### src/rtl/sram_host_pkg.sv
// Shared types and helpers for the SRAM host-port controller.
package sram_host_pkg;

    localparam int DEF_DATA_WIDTH = 16;
    localparam int DEF_ADDR_WIDTH = 4;
    localparam int DEF_NUM_WMASKS = 2;
    localparam int DEF_RSP_DEPTH  = 4;

    // One host request as presented on channel A (B only uses addr).
    typedef struct packed {
        logic                      we;
        logic [DEF_NUM_WMASKS-1:0] wmask;
        logic [DEF_ADDR_WIDTH-1:0] addr;
        logic [DEF_DATA_WIDTH-1:0] wdata;
    } sram_req_t;

    // Read pipeline occupancy: s1 = pins loaded, s2 = macro sampled, data due next edge.
    typedef struct packed {
        logic s2;
        logic s1;
    } stage_vld_t;

    // What a macro port is asked to do in the coming cycle.
    typedef enum logic [1:0] {
        OP_IDLE  = 2'd0,
        OP_READ  = 2'd1,
        OP_WRITE = 2'd2
    } port_op_e;

    // A write accepted on A and a read on B that target the same word.
    // A wins so that B's read lands one cycle later and sees the new data.
    function automatic logic collides(input logic                      aWriteFire,
                                      input logic [DEF_ADDR_WIDTH-1:0] aAddr,
                                      input logic [DEF_ADDR_WIDTH-1:0] bAddr);
        return aWriteFire && (aAddr == bAddr);
    endfunction

endpackage

### src/rtl/sram_rsp_fifo.sv
// First-word-fall-through response buffer with read-credit accounting.
// Credits are reserved when a read is issued, so a push can never find it full.
module sram_rsp_fifo #(
    parameter int DEPTH = 4,
    parameter int WIDTH = 16,
    localparam int PTR_W = $clog2(DEPTH),
    localparam int CNT_W = $clog2(DEPTH) + 1
) (
    input  logic             clk,
    input  logic             rst,
    input  logic             reserve_i,
    input  logic             push_i,
    input  logic [WIDTH-1:0] push_data_i,
    input  logic             pop_i,
    output logic             valid_o,
    output logic [WIDTH-1:0] data_o,
    output logic [CNT_W-1:0] count_o,
    output logic [CNT_W-1:0] credit_o
);

    logic [WIDTH-1:0] mem_q [DEPTH];
    logic [PTR_W-1:0] wrPtr_q, wrPtr_d;
    logic [PTR_W-1:0] rdPtr_q, rdPtr_d;
    logic [CNT_W-1:0] count_q, count_d;
    logic [CNT_W-1:0] credit_q, credit_d;
    logic             popFire;

    assign popFire  = pop_i && (count_q != '0);
    assign valid_o  = (count_q != '0);
    assign data_o   = mem_q[rdPtr_q];
    assign count_o  = count_q;
    assign credit_o = credit_q;

    // Next pointers, occupancy and credits; pointers wrap naturally at DEPTH.
    always_comb begin
        wrPtr_d  = wrPtr_q + PTR_W'(push_i);
        rdPtr_d  = rdPtr_q + PTR_W'(popFire);
        count_d  = count_q + CNT_W'(push_i) - CNT_W'(popFire);
        credit_d = credit_q - CNT_W'(reserve_i) + CNT_W'(popFire);
    end

    // Control state; reset flushes the buffer and returns every credit.
    always_ff @(posedge clk or posedge rst) begin
        if (rst) begin
            wrPtr_q  <= '0;
            rdPtr_q  <= '0;
            count_q  <= '0;
            credit_q <= CNT_W'(DEPTH);
        end else begin
            wrPtr_q  <= wrPtr_d;
            rdPtr_q  <= rdPtr_d;
            count_q  <= count_d;
            credit_q <= credit_d;
        end
    end

    // Storage needs no reset: an entry is only visible once counted.
    always_ff @(posedge clk) begin
        if (push_i) begin
            mem_q[wrPtr_q] <= push_data_i;
        end
    end

endmodule

### src/rtl/sram_host_port_ctrl.sv
// Host-side initiator for a 1RW + 1R SRAM macro. Channel A drives port 0,
// channel B drives port 1. Pins are registered; read data is captured two
// edges after acceptance into a per-channel FWFT response buffer.
module sram_host_port_ctrl
    import sram_host_pkg::*;
#(
    parameter int DATA_WIDTH = DEF_DATA_WIDTH,
    parameter int ADDR_WIDTH = DEF_ADDR_WIDTH,
    parameter int NUM_WMASKS = DEF_NUM_WMASKS,
    parameter int RSP_DEPTH  = DEF_RSP_DEPTH
) (
    input  logic                  clk,
    input  logic                  rst,

    input  logic                  a_req_valid,
    output logic                  a_req_ready,
    input  logic                  a_req_we,
    input  logic [NUM_WMASKS-1:0] a_req_wmask,
    input  logic [ADDR_WIDTH-1:0] a_req_addr,
    input  logic [DATA_WIDTH-1:0] a_req_wdata,
    output logic                  a_rsp_valid,
    input  logic                  a_rsp_ready,
    output logic [DATA_WIDTH-1:0] a_rsp_rdata,

    input  logic                  b_req_valid,
    output logic                  b_req_ready,
    input  logic [ADDR_WIDTH-1:0] b_req_addr,
    output logic                  b_rsp_valid,
    input  logic                  b_rsp_ready,
    output logic [DATA_WIDTH-1:0] b_rsp_rdata,

    output logic                  csb0,
    output logic                  web0,
    output logic [NUM_WMASKS-1:0] wmask0,
    output logic [ADDR_WIDTH-1:0] addr0,
    output logic [DATA_WIDTH-1:0] din0,
    input  logic [DATA_WIDTH-1:0] dout0,

    output logic                  csb1,
    output logic [ADDR_WIDTH-1:0] addr1,
    input  logic [DATA_WIDTH-1:0] dout1
);

    localparam int CNT_W = $clog2(RSP_DEPTH) + 1;

    sram_req_t              aReq;
    logic                   aFire, aReadFire, aWriteFire;
    logic                   bFire;
    logic [CNT_W-1:0]       aCredit, bCredit;
    logic [CNT_W-1:0]       aCount, bCount;
    port_op_e               op0, op1;
    stage_vld_t             aStage_q, aStage_d;
    stage_vld_t             bStage_q, bStage_d;

    logic                   csb0_q, csb0_d;
    logic                   web0_q, web0_d;
    logic [NUM_WMASKS-1:0]  wmask0_q, wmask0_d;
    logic [ADDR_WIDTH-1:0]  addr0_q, addr0_d;
    logic [DATA_WIDTH-1:0]  din0_q, din0_d;
    logic                   csb1_q, csb1_d;
    logic [ADDR_WIDTH-1:0]  addr1_q, addr1_d;

    assign aReq = '{we: a_req_we, wmask: a_req_wmask, addr: a_req_addr, wdata: a_req_wdata};

    // Writes need no buffer slot, so they are never throttled by credits.
    assign a_req_ready = (aCredit != '0) || a_req_we;
    assign aFire       = a_req_valid && a_req_ready;
    assign aWriteFire  = aFire && aReq.we;
    assign aReadFire   = aFire && !aReq.we;

    // B backs off for one cycle when A is writing the word B wants to read.
    assign b_req_ready = (bCredit != '0) && !collides(aWriteFire, a_req_addr, b_req_addr);
    assign bFire       = b_req_valid && b_req_ready;

    // Decode what each macro port does in the next cycle.
    always_comb begin
        op0 = OP_IDLE;
        op1 = OP_IDLE;
        if (aFire) begin
            op0 = aReq.we ? OP_WRITE : OP_READ;
        end
        if (bFire) begin
            op1 = OP_READ;
        end
    end

    // Pin next-state: idle deselects, other port-0 pins keep their last value.
    always_comb begin
        csb0_d   = 1'b1;
        web0_d   = web0_q;
        wmask0_d = wmask0_q;
        addr0_d  = addr0_q;
        din0_d   = din0_q;
        csb1_d   = 1'b1;
        addr1_d  = addr1_q;
        unique case (op0)
            OP_WRITE: begin
                csb0_d   = 1'b0;
                web0_d   = 1'b0;
                wmask0_d = aReq.wmask;
                addr0_d  = aReq.addr;
                din0_d   = aReq.wdata;
            end
            OP_READ: begin
                csb0_d   = 1'b0;
                web0_d   = 1'b1;
                addr0_d  = aReq.addr;
            end
            default: begin
            end
        endcase
        if (op1 == OP_READ) begin
            csb1_d  = 1'b0;
            addr1_d = b_req_addr;
        end
    end

    // Macro pins are pure flops and fall back to the deselected state on reset.
    always_ff @(posedge clk or posedge rst) begin
        if (rst) begin
            csb0_q   <= 1'b1;
            web0_q   <= 1'b1;
            wmask0_q <= '0;
            addr0_q  <= '0;
            din0_q   <= '0;
            csb1_q   <= 1'b1;
            addr1_q  <= '0;
        end else begin
            csb0_q   <= csb0_d;
            web0_q   <= web0_d;
            wmask0_q <= wmask0_d;
            addr0_q  <= addr0_d;
            din0_q   <= din0_d;
            csb1_q   <= csb1_d;
            addr1_q  <= addr1_d;
        end
    end

    assign csb0   = csb0_q;
    assign web0   = web0_q;
    assign wmask0 = wmask0_q;
    assign addr0  = addr0_q;
    assign din0   = din0_q;
    assign csb1   = csb1_q;
    assign addr1  = addr1_q;

    // Read pipeline shift: s1 when pins load, s2 when the macro samples.
    always_comb begin
        aStage_d = '{s2: aStage_q.s1, s1: aReadFire};
        bStage_d = '{s2: bStage_q.s1, s1: bFire};
    end

    // Pipeline valid bits; reset drops any read already in flight.
    always_ff @(posedge clk or posedge rst) begin
        if (rst) begin
            aStage_q <= '0;
            bStage_q <= '0;
        end else begin
            aStage_q <= aStage_d;
            bStage_q <= bStage_d;
        end
    end

    // dout is only meaningful when s2 is set, so it is only pushed then.
    sram_rsp_fifo #(
        .DEPTH (RSP_DEPTH),
        .WIDTH (DATA_WIDTH)
    ) u_rsp_a (
        .clk         (clk),
        .rst         (rst),
        .reserve_i   (aReadFire),
        .push_i      (aStage_q.s2),
        .push_data_i (dout0),
        .pop_i       (a_rsp_valid && a_rsp_ready),
        .valid_o     (a_rsp_valid),
        .data_o      (a_rsp_rdata),
        .count_o     (aCount),
        .credit_o    (aCredit)
    );

    sram_rsp_fifo #(
        .DEPTH (RSP_DEPTH),
        .WIDTH (DATA_WIDTH)
    ) u_rsp_b (
        .clk         (clk),
        .rst         (rst),
        .reserve_i   (bFire),
        .push_i      (bStage_q.s2),
        .push_data_i (dout1),
        .pop_i       (b_rsp_valid && b_rsp_ready),
        .valid_o     (b_rsp_valid),
        .data_o      (b_rsp_rdata),
        .count_o     (bCount),
        .credit_o    (bCredit)
    );

    // Credits, in-flight reads and buffered words always add up to RSP_DEPTH.
    assert property (@(posedge clk) disable iff (rst)
        (aCredit + aCount + CNT_W'(aStage_q.s1) + CNT_W'(aStage_q.s2)) == CNT_W'(RSP_DEPTH));
    assert property (@(posedge clk) disable iff (rst)
        (bCredit + bCount + CNT_W'(bStage_q.s1) + CNT_W'(bStage_q.s2)) == CNT_W'(RSP_DEPTH));

endmodule

### config.mk
export PLATFORM = sky130hd
export DESIGN_NAME = sram_host_port_ctrl
export DESIGN_NICKNAME = d
export VERILOG_FILES = /design/src/rtl/sram_host_pkg.sv /design/src/rtl/sram_rsp_fifo.sv /design/src/rtl/sram_host_port_ctrl.sv
export SDC_FILE = /design/constraint.sdc
export NUM_CORES = 1
export LEC_CHECK = 0
export BUFFER_PORTS_ARGS = -buffer_cell sky130_fd_sc_hd__clkbuf_2
export CAP_MARGIN = 10
export CORE_MARGIN = 3
export CORE_UTILIZATION = 25
export CTS_CLUSTER_DIAMETER = 40
export DETAILED_ROUTE_END_ITERATION = 8
export PLACE_DENSITY = 0.48
export RECOVER_POWER = 100
export SLEW_MARGIN = 10
export SYNTH_ARGS = -nofsm -noshare
export SYNTH_HDL_FRONTEND = slang
export SYNTH_SLANG_ARGS = --single-unit
### constraint.sdc
create_clock -name clk -period 3.9 [get_ports clk]
set_clock_uncertainty 0.15 [all_clocks]
set_input_delay 0.39 -clock clk [delete_from_list [all_inputs] [get_ports clk]]
set_output_delay 0.39 -clock clk [all_outputs]
set_load 0.05 [all_outputs]
==> Word-level counts from Yosys, hierarchy flattened <==
Memory sizes are Yosys's and may differ from the RTL's.
Index checks and enable logic that the tools add are counted.
{ "classes": {"add_sub_neg": 12, "eq_ne": 4, "mux": 10, "n_reduce_logical": 19} }
{ "ops": {"columns": ["cell", "count"], "rows": [
  ["3-bit by 1-bit adder with 3-bit output", 4],
  ["3-bit nonzero test", 4],
  ["3-bit by 1-bit subtractor with 3-bit output", 4],
  ["1-bit logical AND", 10],
  ["2-bit by 1-bit adder with 2-bit output", 4],
  ["1-bit two-way mux", 7],
  ["2-bit by 1-bit == test with 1-bit output (second input constant)", 2],
  ["4-bit == test", 1],
  ["2-bit two-way mux", 2],
  ["2-bit == test (second input constant)", 1],
  ["1-bit zero test", 2],
  ["1-bit one-hot mux with 2 select lines", 1],
  ["2-bit nonzero test", 1],
  ["2-bit OR reduction", 1],
  ["1-bit logical OR", 1]
]} }
{ "word_totals": {"register_bits": 53, "ram_bits": 128, "inputBits": 65, "out_inout_bits": 65, "elab_cells": 66, "mem_count": 2} }
{ "memory_table": {"columns": ["name", "words", "width", "read_ports", "rd_ports_with_merged_regs", "write_ports", "line_no", "rtl"], "rows": [
  ["u_rsp_a.mem_q", 4, 16, 1, 0, 1, "sram_rsp_fifo.sv:21", "logic [WIDTH-1:0] mem_q [DEPTH];"],
  ["u_rsp_b.mem_q", 4, 16, 1, 0, 1, "sram_rsp_fifo.sv:21", null]
]} }

==> Depth between registers and ports, before layout <==
Gate-level depths: netlist (run 1).
{ "depth": {"depth_word": 11, "mapped_depth": 10, "mapped_depth_nobuf": 10} }

==> Modules after synthesis <==
From an unflattened synthesis (run 1), not the netlist that was laid out.
{ "unflattened": {"hier_cells": 324, "area_unflattened_um2": 7010.5} }
{ "by_module_without_submodules": {"columns": ["mod", "n_inst", "cells_each", "area_each_um2", "seq_area_each_um2"], "rows": [
  ["sram_rsp_fifo", 2, 121, 2860.2, 2173.3],
  ["sram_host_port_ctrl", 1, 82, 1290.0, 829.5]
]} }

==> Worst setup path after synthesis (run 1) <==
OpenSTA, ideal clock, no wires.
{ "synth_timing": {"kind": "input -> register", "startpoint": "input a_req_we", "endpoint": "register u_rsp_a.credit_q[2] (netlist: u_rsp_a.credit_o[2])", "setup_time_ps": 75, "t_arrival_ps": 2444, "required_ps": 3675, "path_slack_ps": 1230, "stages": 10, "n_path_buf": 0, "cell_sequence": "or4_4 -> nand2_2 -> nor2_1 -> ha_1 -> inv_1 -> ha_1 -> inv_1 -> fa_1 -> xnor2_1 -> xnor2_1"} }
{ "synth_between": {"elab_chain_cells": 5, "word_cells_on_any_way": 6, "classes_between": "add/sub: 2; reduce/logical: 4"} }
{ "synth_lines": {"columns": ["item", "line_no", "rtl"], "rows": [
  ["start, declared", "sram_host_port_ctrl.sv:17", "input logic a_req_we,"],
  ["1-bit logical OR", "sram_host_port_ctrl.sv:66", "assign a_req_ready = (aCredit != '0) || a_req_we;"],
  ["1-bit logical AND", "sram_host_port_ctrl.sv:67", "assign aFire = a_req_valid && a_req_ready;"],
  ["1-bit logical AND (*)", "sram_host_port_ctrl.sv:69", "assign aReadFire = aFire && !aReq.we;"],
  ["named net aReadFire", "sram_host_port_ctrl.sv:47", "logic aFire, aReadFire, aWriteFire;"],
  ["3-bit by 1-bit subtractor with 3-bit output (*)", "sram_rsp_fifo.sv:39", "credit_d = credit_q - CNT_W'(reserve_i) + CNT_W'(popFire);"],
  ["3-bit by 1-bit adder with 3-bit output (*)", "sram_rsp_fifo.sv:39", null],
  ["named net u_rsp_a.credit_d[2]", "sram_rsp_fifo.sv:25", "logic [CNT_W-1:0] credit_q, credit_d;"],
  ["end signal, assigned", "sram_rsp_fifo.sv:48", "credit_q <= CNT_W'(DEPTH);"],
  ["end signal, assigned", "sram_rsp_fifo.sv:53", "credit_q <= credit_d;"],
  ["end, declared", "sram_rsp_fifo.sv:25", null]
]} }
The timed path passes the listed nets; every way through them passes the cells marked *.
A chain may end at the register's enable or synchronous reset.

==> Worst setup path in the final report (run 1) <==
{ "layout_timing": {"startpoint": "register u_rsp_b.rdPtr_q[0]", "endpoint": "output b_rsp_rdata[1]"} }
{ "layout_between": {"elab_chain_cells": 1} }
{ "layout_lines": {"columns": ["item", "line_no", "rtl"], "rows": [
  ["start, declared", "sram_rsp_fifo.sv:23", "logic [PTR_W-1:0] rdPtr_q, rdPtr_d;"],
  ["start signal, assigned", "sram_rsp_fifo.sv:51", "rdPtr_q <= rdPtr_d;"],
  ["memory 4 x 16 bit", null, null],
  ["end, declared", "sram_host_port_ctrl.sv:30", "output logic [DATA_WIDTH-1:0] b_rsp_rdata,"]
]} }
No other way between the ends.

==> results.json, run 1 <==
{
  "placed_cells_incl_taps": 792,
  "gp_routability_congestion": 0.7106,
  "synth_top_area_share_pct": 55.84,
  "flow.area_growth_from_synthesis_pct": 21.71,
  "max_slew.worst_pin.slew_ns": 1.526,
  "report.final.slew_viol_count": 34,
  "worstSetupPathType": "flop to output pin",
  "synth_cell_types": 34,
  "grt_overflow_total": 0,
  "gr-usage-all-layers_pct": 9.541,
  "synth.net_count": 406,
  "whs_endpoint": "din0[12]$_DFFE_PP0N_",
  "rsz_0062_raised_after_global_routing": "false",
  "synth-async-reset-ratio_pct": 29.28,
  "max-cap-violations": 2,
  "io_pins": 130,
  "reg2reg_depth": 10,
  "ys_top_cells_by_count": "edfxtp_1 (128), dfrtp_1 (48), mux4_2 (32), mux2_2 (22), inv_1 (16)",
  "timing.critical_path.cells": "clkbuf_1, mux4_2, clkbuf_1",
  "per_cell_routed_wire_length_um": 16.52,
  "min_from": "a_req_wdata[12]",
  "synthesis.area_um2": 6883,
  "clock_path_buffers": 2,
  "core_area_um2": 27030,
  "cts.hold.buffers_added": 1,
  "fp.dieH_um": 171.9,
  "area.sequential_um2": 5176,
  "totalWireLength_mm": 13.63,
  "port_buffers": 129,
  "synth.yosys.seq_area_share_pct": 75.20,
  "drtAntennaViolNets": 0,
  "fin_tns_setup_ns": 0,
  "timing.fmax_ghz": 0.3106,
  "stdcell_count": 825,
  "htreeDepth": 4,
  "yosysWarningCount": 0,
  "syn_avg_cell_area_um2": 21.11,
  "insertedDiodeCount": 0,
  "grt_pass1_vias": 3897,
  "worst_ep_arrival_time_ns": 2.68,
  "layout.nets": 551,
  "crit_family": "buffers and inverters",
  "yosysMostFrequentCell": "edfxtp_1",
  "numCtsBuffers": 17,
  "place.detailed.hpwl_mm": 9.227,
  "min_period_over_period_pct": 82.55,
  "multi_input_area_um2": 1569,
  "cts_sinks": 181,
  "cp_max_fo": 11,
  "run_status": "finished, violations left",
  "power_density_nw_per_um2": 809.5,
  "ctsResizeCount": 0,
  "finalHoldViolCount": 0,
  "r2r_start": "u_rsp_a.credit_o[2]$_DFF_PP1_",
  "failed_checks": "capacitance limit, slew limit",
  "worstHoldPathCells": 2,
  "crit_path_end_kind": "output pin",
  "critPathLaunchType": "flop",
  "worst_path_max_delay_cell": "dfrtp_1",
  "largest_net_degree_at_the_start_of_global_routing": 33,
  "timing.critical_path.buf_inv": 2,
  "r2r_end": "u_rsp_a.credit_o[2]$_DFF_PP1_",
  "antenna_found_initial": 0,
  "postSynthCellCount": 326,
  "r2r_setup_slack_ns": 1.15,
  "worst_ep_required_time_ns": 3.36,
  "die-width_um": 171.9,
  "fin_crit_ns": 3.220,
  "vdd_ir_drop_max_v": 0.0002452,
  "synth-seq-cells": 181,
  "start_util_pct": 25.47,
  "max-slew-margin-rel_pct": -2.119,
  "drt_first_iter_violations": 146,
  "power.static_leakage_nw": 2.980,
  "clockRootBuffer": "clkbuf_16",
  "post_cts.repair.setup_buffers": 0,
  "detailroute.via_count": 3440,
  "cp_common_cell": "clkbuf_1",
  "first_pass_grt_wire_length_mm": 21.25,
  "final-setup-viol-count": 0,
  "floorplan.die_area_um2": 29560,
  "vias_per_cell": 4.170,
  "crit_path_largest_cell_delay_ns": 0.82,
  "drtPass1Iterations": 4,
  "clk-insertion-delay-late_ns": 0.42,
  "synth_top_cell_by_area": "edfxtp_1",
  "synth_enable_flop_cells": 128,
  "min-delay-path-class": "primary input to flop",
  "cts_tree": "built",
  "drc": 0,
  "final_layout_size_suffix_gt1_share_pct": 25.83,
  "synth.top_cells.by_area": "edfxtp_1 (56%), dfrtp_1 (17%), mux4_2 (10%), mux2_2 (3.6%), ha_1 (2.0%)",
  "clk_pin_slew_worst_paths_ns": 0.07,
  "dominantRegCellSynth": "edfxtp_1",
  "nFillCells": 2714,
  "std_cell_rows": 60
}
-- power breakdown --
| part | leakage, nW | switching, mW | total, mW | internal [mW] |
|---|---|---|---|---|
| sequential | 1.78 | 0.266 | 2.75 | 2.48 |
| combinational | 0.913 | 1.64 | 2.35 | 0.708 |
| clock | 0.283 | 0.780 | 1.69 | 0.909 |
-- per-stage QoR --
stage	power [mW]	utilization (%)	worst slack, ns	cell area (um2)	hold slack (ns)
finish	6.781	31.00	0.6804	8377	0.04692
global route	7.171	31.00	0.4313	8377	0.02487
CTS	7.032	31.70	0.8942	8568	0.006386
detailed placement	5.310	29.49	1.076	7969	0.1871
global placement	5.230	29.49	1.179	7969	0.1931
floorplan	4.652	-	1.230	6883	0.1812
-- cells by family after synthesis --
family / count (synthesis) / synth area share, %
flip-flops: 181 / 75.20
multiplexers: 57 / 14.72
AND/OR/NAND/NOR: 26 / 2.600
buffers and inverters: 25 / 1.491
XOR/XNOR: 16 / 2.036
adder cells (fa/ha/maj): 15 / 3.163
AO/OA/AOI/OAI: 6 / 0.7818
-- how the worst max path moves through the flow --
stage / from / slack [ns] / to / depth (start not counted)
after floorplan: a_req_we / 1.23 / u_rsp_a.credit_o[2]$_DFF_PP1_ / 10
after global placement: a_req_we / 1.18 / u_rsp_a.credit_o[2]$_DFF_PP1_ / 11
after detailed placement: a_req_we / 1.08 / u_rsp_a.credit_o[2]$_DFF_PP1_ / 11
after CTS: u_rsp_b.rdPtr_q[0]$_DFF_PP0_ / 0.89 / b_rsp_rdata[1] / 3
after global routing: u_rsp_b.rdPtr_q[0]$_DFF_PP0_ / 0.43 / b_rsp_rdata[3] / 3
final: u_rsp_b.rdPtr_q[0]$_DFF_PP0_ / 0.68 / b_rsp_rdata[1] / 3
-- area by class of cell --
class | instances | area share (%)
timing repair buffer | 135 | 6.632
sequential | 181 | 61.79
multi-input combinational | 120 | 18.73
inverter | 16 | 0.7170
clock buffer | 17 | 5.078
clock inverter | 15 | 1.957
tap | 341 | 5.093
-- sequential cells by signal, indices dropped and copies added, names as in the netlist, 2 cells and up --
register,count
din0,16
u_rsp_b.credit_o,3
u_rsp_a.mem_q,64
wmask0,2
u_rsp_a.rdPtr_q,2
u_rsp_b.count_o,3
u_rsp_a.count_o,3
u_rsp_b.wrPtr_q,2
u_rsp_b.rdPtr_q,2
u_rsp_b.mem_q,64
u_rsp_a.credit_o,3
addr1,4
addr0,4
u_rsp_a.wrPtr_q,2
-- metal layers --
metal  GRT usage, %  vias to the layer above  part of all wire (%)
met5              0                        -                     0
met3          3.155                        8                   5.3
met2          15.92                       91                    51
met1          11.84                     1788                    43
met4          2.916                        0                   1.1
li1               -                     1553                     -
-- cell usage in the layout (no fill, tap or decap), drive strengths merged --
cell type    netlist  layout
ha                11      11
xor2               8       8
edfxtp           128     128
clkinvlp           0       2
o21ai              1       1
dlygate4sd3        0       1
a21o               1       1
clkinv             0       6
o2bb2ai            1       1
o22a               1       1
or4                1       1
a21oi              1       1
nor2               4       4
or2b               1       1
a22oi              1       1
inv               16      22
buf                9       1
and2               3       3
nor3               1       1
bufinv             0       1
fa                 4       4
dfstp              5       5
dfrtp             48      48
xnor2              8       8
nand3b             1       1
nand2              5       5
nor4               1       1
nor3b              2       2
nand2b             1       1
mux4              32      32
mux2              25      25
and3               2       2
clkbuf             0     150
and3b              2       2
or3                2       2
Power figures use the tool's default switching activity.
==> run 2: changes to the inputs <==
- ABC_AREA: unset -> 1
- PLACE_DENSITY: 0.48 -> 0.5
- clock period: 3.9 -> 2.7 ns (I/O delays scaled with it)
==> run 2 against run 1 <==
Net effect:
- the run now ends clean
- register-to-register slack worse by 0.79 ns
- first-iteration DRC count grew 40%
- wire length grew 15%
- sequential power grew 38%
- count of clock-buffer cells in the layout unchanged
- global-route usage increased by 1.1 points
- critical endpoint is now u_rsp_b.credit_o[2]$_DFF_PP1_
- largest power group is now combinational cells
- highest routed layer unchanged
==> results.json, run 2 <==
{
  "run_status": "completed",
  "worst_path_max_delay_cell": "dlygate4sd3_1",
  "ys_top_cells_by_count": "edfxtp_1 (128), nand2_1 (86), nor2_1 (69), o21ai_0 (67), dfrtp_1 (48)",
  "clk-insertion-delay-late_ns": 0.42,
  "worstSetupPathType": "primary input to flop",
  "timing.critical_path.cells": "dlygate4sd3_1, clkbuf_1, nand2_4, inv_4, nand2_1, nor2_2, nand3_2, nand3_1, nand2_1, nand2_1, ha_1, fa_1, xnor2_1, xor2_1",
  "largest_net_degree_at_the_start_of_global_routing": 34,
  "cts_tree": "built",
  "cp_max_fo": 19,
  "place.detailed.hpwl_mm": 9.704,
  "synth.net_count": 618,
  "gr-usage-all-layers_pct": 10.68,
  "floorplan.die_area_um2": 29940,
  "crit_family": "simple AND/OR/NAND/NOR gates",
  "synth_top_cell_by_area": "edfxtp_1",
  "p_clk_share_pct": 23.5,
  "drtAntennaViolNets": 0,
  "grt_overflow_total": 0,
  "cp_common_cell": "nand2_1",
  "grt_pass1_vias": 4728,
  "fin_crit_ns": 2.451,
  "per_cell_routed_wire_length_um": 13.86,
  "layout_common_cells": "edfxtp_1 (128), nand2_1 (87), clkbuf_1 (78)",
  "nFillCells": 2737,
  "drc": 0,
  "detailroute.via_count": 4642,
  "post_cts.repair.setup_buffers": 0,
  "p_total_mw": 10.54,
  "first_pass_grt_wire_length_mm": 25.56,
  "yosysWarningCount": 0,
  "dominantRegCellSynth": "edfxtp_1",
  "die-width_um": 173.0,
  "synth-seq-cells": 181,
  "start_util_pct": 25.66,
  "ctsResizeCount": 0,
  "rsz_0062_raised_after_global_routing": "false",
  "p_switching_mw": 4.594,
  "clk_pin_slew_worst_paths_ns": 0.08,
  "fin_tns_setup_ns": 0,
  "final_common_cell": "edfxtp_1",
  "vias_per_cell": 4.101,
  "power.combinational.fraction_pct": 40.4,
  "fp.dieH_um": 173.0,
  "totalWireLength_mm": 15.69,
  "synth_enable_flop_cells": 128,
  "crit_path_largest_cell_delay_ns": 0.53,
  "synth_cell_types": 23,
  "port_buffers": 129,
  "power_density_nw_per_um2": 1141,
  "power.share.sequential_pct": 36.0,
  "std_cell_rows": 60,
  "worst_ep_required_time_ns": 2.90,
  "power.static_leakage_nw": 3.606,
  "final-setup-viol-count": 0,
  "cts.hold.buffers_added": 61,
  "sw_frac_of_total_pct": 43.61,
  "internal_power_consumption_mw": 5.941,
  "vdd_ir_drop_max_v": 0.0004533,
  "synth-async-reset-ratio_pct": 29.28,
  "final_layout_size_suffix_gt1_share_pct": 14.61,
  "gp_routability_congestion": 0.6962,
  "yosysMostFrequentCell": "edfxtp_1",
  "insertedDiodeCount": 0,
  "synthesis.area_um2": 6974,
  "crit_path_end_kind": "flop",
  "pre_cts_slack_ns": 0.3509,
  "timing.critical_path.buf_inv": 3,
  "worst_ep_arrival_time_ns": 2.65,
  "io_pins": 130,
  "critPathLaunchType": "primary input",
  "max-slew-margin-rel_pct": 19.22,
  "min_period_over_period_pct": 90.79,
  "min-delay-path-class": "primary input to flop",
  "cts_sinks": 181,
  "clockRootBuffer": "clkbuf_16",
  "max-cap-violations": 0,
  "antenna_found_initial": 0,
  "core_area_um2": 27180,
  "flow.area_growth_from_synthesis_pct": 32.36,
  "report.final.slew_viol_count": 0,
  "synth.top_cells.by_area": "edfxtp_1 (55%), dfrtp_1 (17%), o21ai_0 (4.8%), nand2_1 (4.6%), nor2_1 (3.7%)",
  "postSynthCellCount": 538,
  "synth.yosys.seq_area_share_pct": 74.22,
  "drtPass1Iterations": 4,
  "numCtsBuffers": 17,
  "timing.fmax_ghz": 0.4079,
  "finalHoldViolCount": 0,
  "setup_slack_ns": 0.2487,
  "synth_top_area_share_pct": 55.11,
  "drt_first_iter_violations": 205,
  "clock_path_buffers": 2,
  "layout.nets": 827,
  "max_slew.worst_pin.slew_ns": 1.212,
  "syn_avg_cell_area_um2": 12.96,
  "htreeDepth": 4
}
==> run 2: layout make-up <==
type | count | area (um2) | share of cell area [%]
Clock buffer | 17 | 425.4 | 4.608
Clock inverter | 15 | 156.4 | 1.694
Inverter | 36 | 137.6 | 1.491
Multi-Input combinational cell | 303 | 1582 | 17.13
Sequential cell | 181 | 5176 | 56.07
Tap cell | 372 | 465.4 | 5.042
Timing Repair Buffer | 208 | 1289 | 13.96
==> run 2: kinds of logic (layout without fill, tap and decap cells) <==
| family | Yosys count | count (layout) | synth area share [%] |
|---|---|---|---|
| AOI/OAI and AO/OA | 101 | 101 | 7.894 |
| xor gates and xnor gates | 13 | 13 | 1.633 |
| buffers and inverters | 54 | 276 | 2.960 |
| DFF | 181 | 181 | 74.22 |
| and+or+nand+nor | 174 | 174 | 10.17 |
| adders and majority gates | 15 | 15 | 3.122 |
==> run 2: final timing paths <==
kind,startpoint,end,slack (ns),depth (start not counted)
max,a_req_we,u_rsp_b.credit_o[2]$_DFF_PP1_,0.25,14
min,a_req_valid,web0$_DFFE_PP1N_,0.06,5
max in group asynchronous,rst,u_rsp_a.rdPtr_q[0]$_DFF_PP0_,0.69,4
min in group asynchronous,rst,din0[12]$_DFFE_PP0N_,0.46,3
max reg2reg,u_rsp_b.credit_o[2]$_DFF_PP1_,u_rsp_b.credit_o[2]$_DFF_PP1_,0.36,9
min reg2reg,bStage_d[1]$_DFF_PP0_,bStage_q[1]$_DFF_PP0_,0.20,0
==> run 2: routing by layer <==
layer	global-route usage, %	part of all wire (%)	up-vias
li1	-	-	2292
met1	14.28	48	2234
met2	16.52	45	101
met3	3.052	4.9	15
met4	4.020	1.5	0
met5	0	0	-
==> run 2: worst register-to-register path: stages (launching register included) <==
cell	delay, ns
dfstp_2	0.54
nor2_1	0.04
nand2_1	0.17
nand3_1	0.27
nand2_1	0.13
nand2_1	0.06
ha_1	0.19
fa_1	0.38
xnor2_1	0.18
xor2_1	0.16
==> run 2: power groups by stage <==
| stage | sequential (mW) | combinational, mW | clock [mW] |
|---|---|---|---|
| 5_1_grt | 3.86 | 4.66 | 2.69 |
| 3_5_place_dp | 3.85 | 4.39 | 0 |
| 2_1_floorplan | 4.10 | 2.86 | 0 |
| 4_1_cts | 3.80 | 4.46 | 2.56 |
| 3_3_place_gp | 3.85 | 4.37 | 0 |
| 6_report | 3.80 | 4.26 | 2.48 |
==> run 2: stage by stage <==
step / hold WS (ns) / util [%] / cell area [um2] / instances
final: 0.06085 / 33.97 / 9231 / 1132
after global routing: 0.09816 / 33.97 / 9231 / 1132
after CTS: 0.03426 / 34.67 / 9422 / 1132
after detailed placement: 0.1919 / 30.28 / 8229 / 1039
after global placement: 0.1853 / 30.28 / 8229 / 1039
after floorplan: 0.1812 / - / 6974 / 538
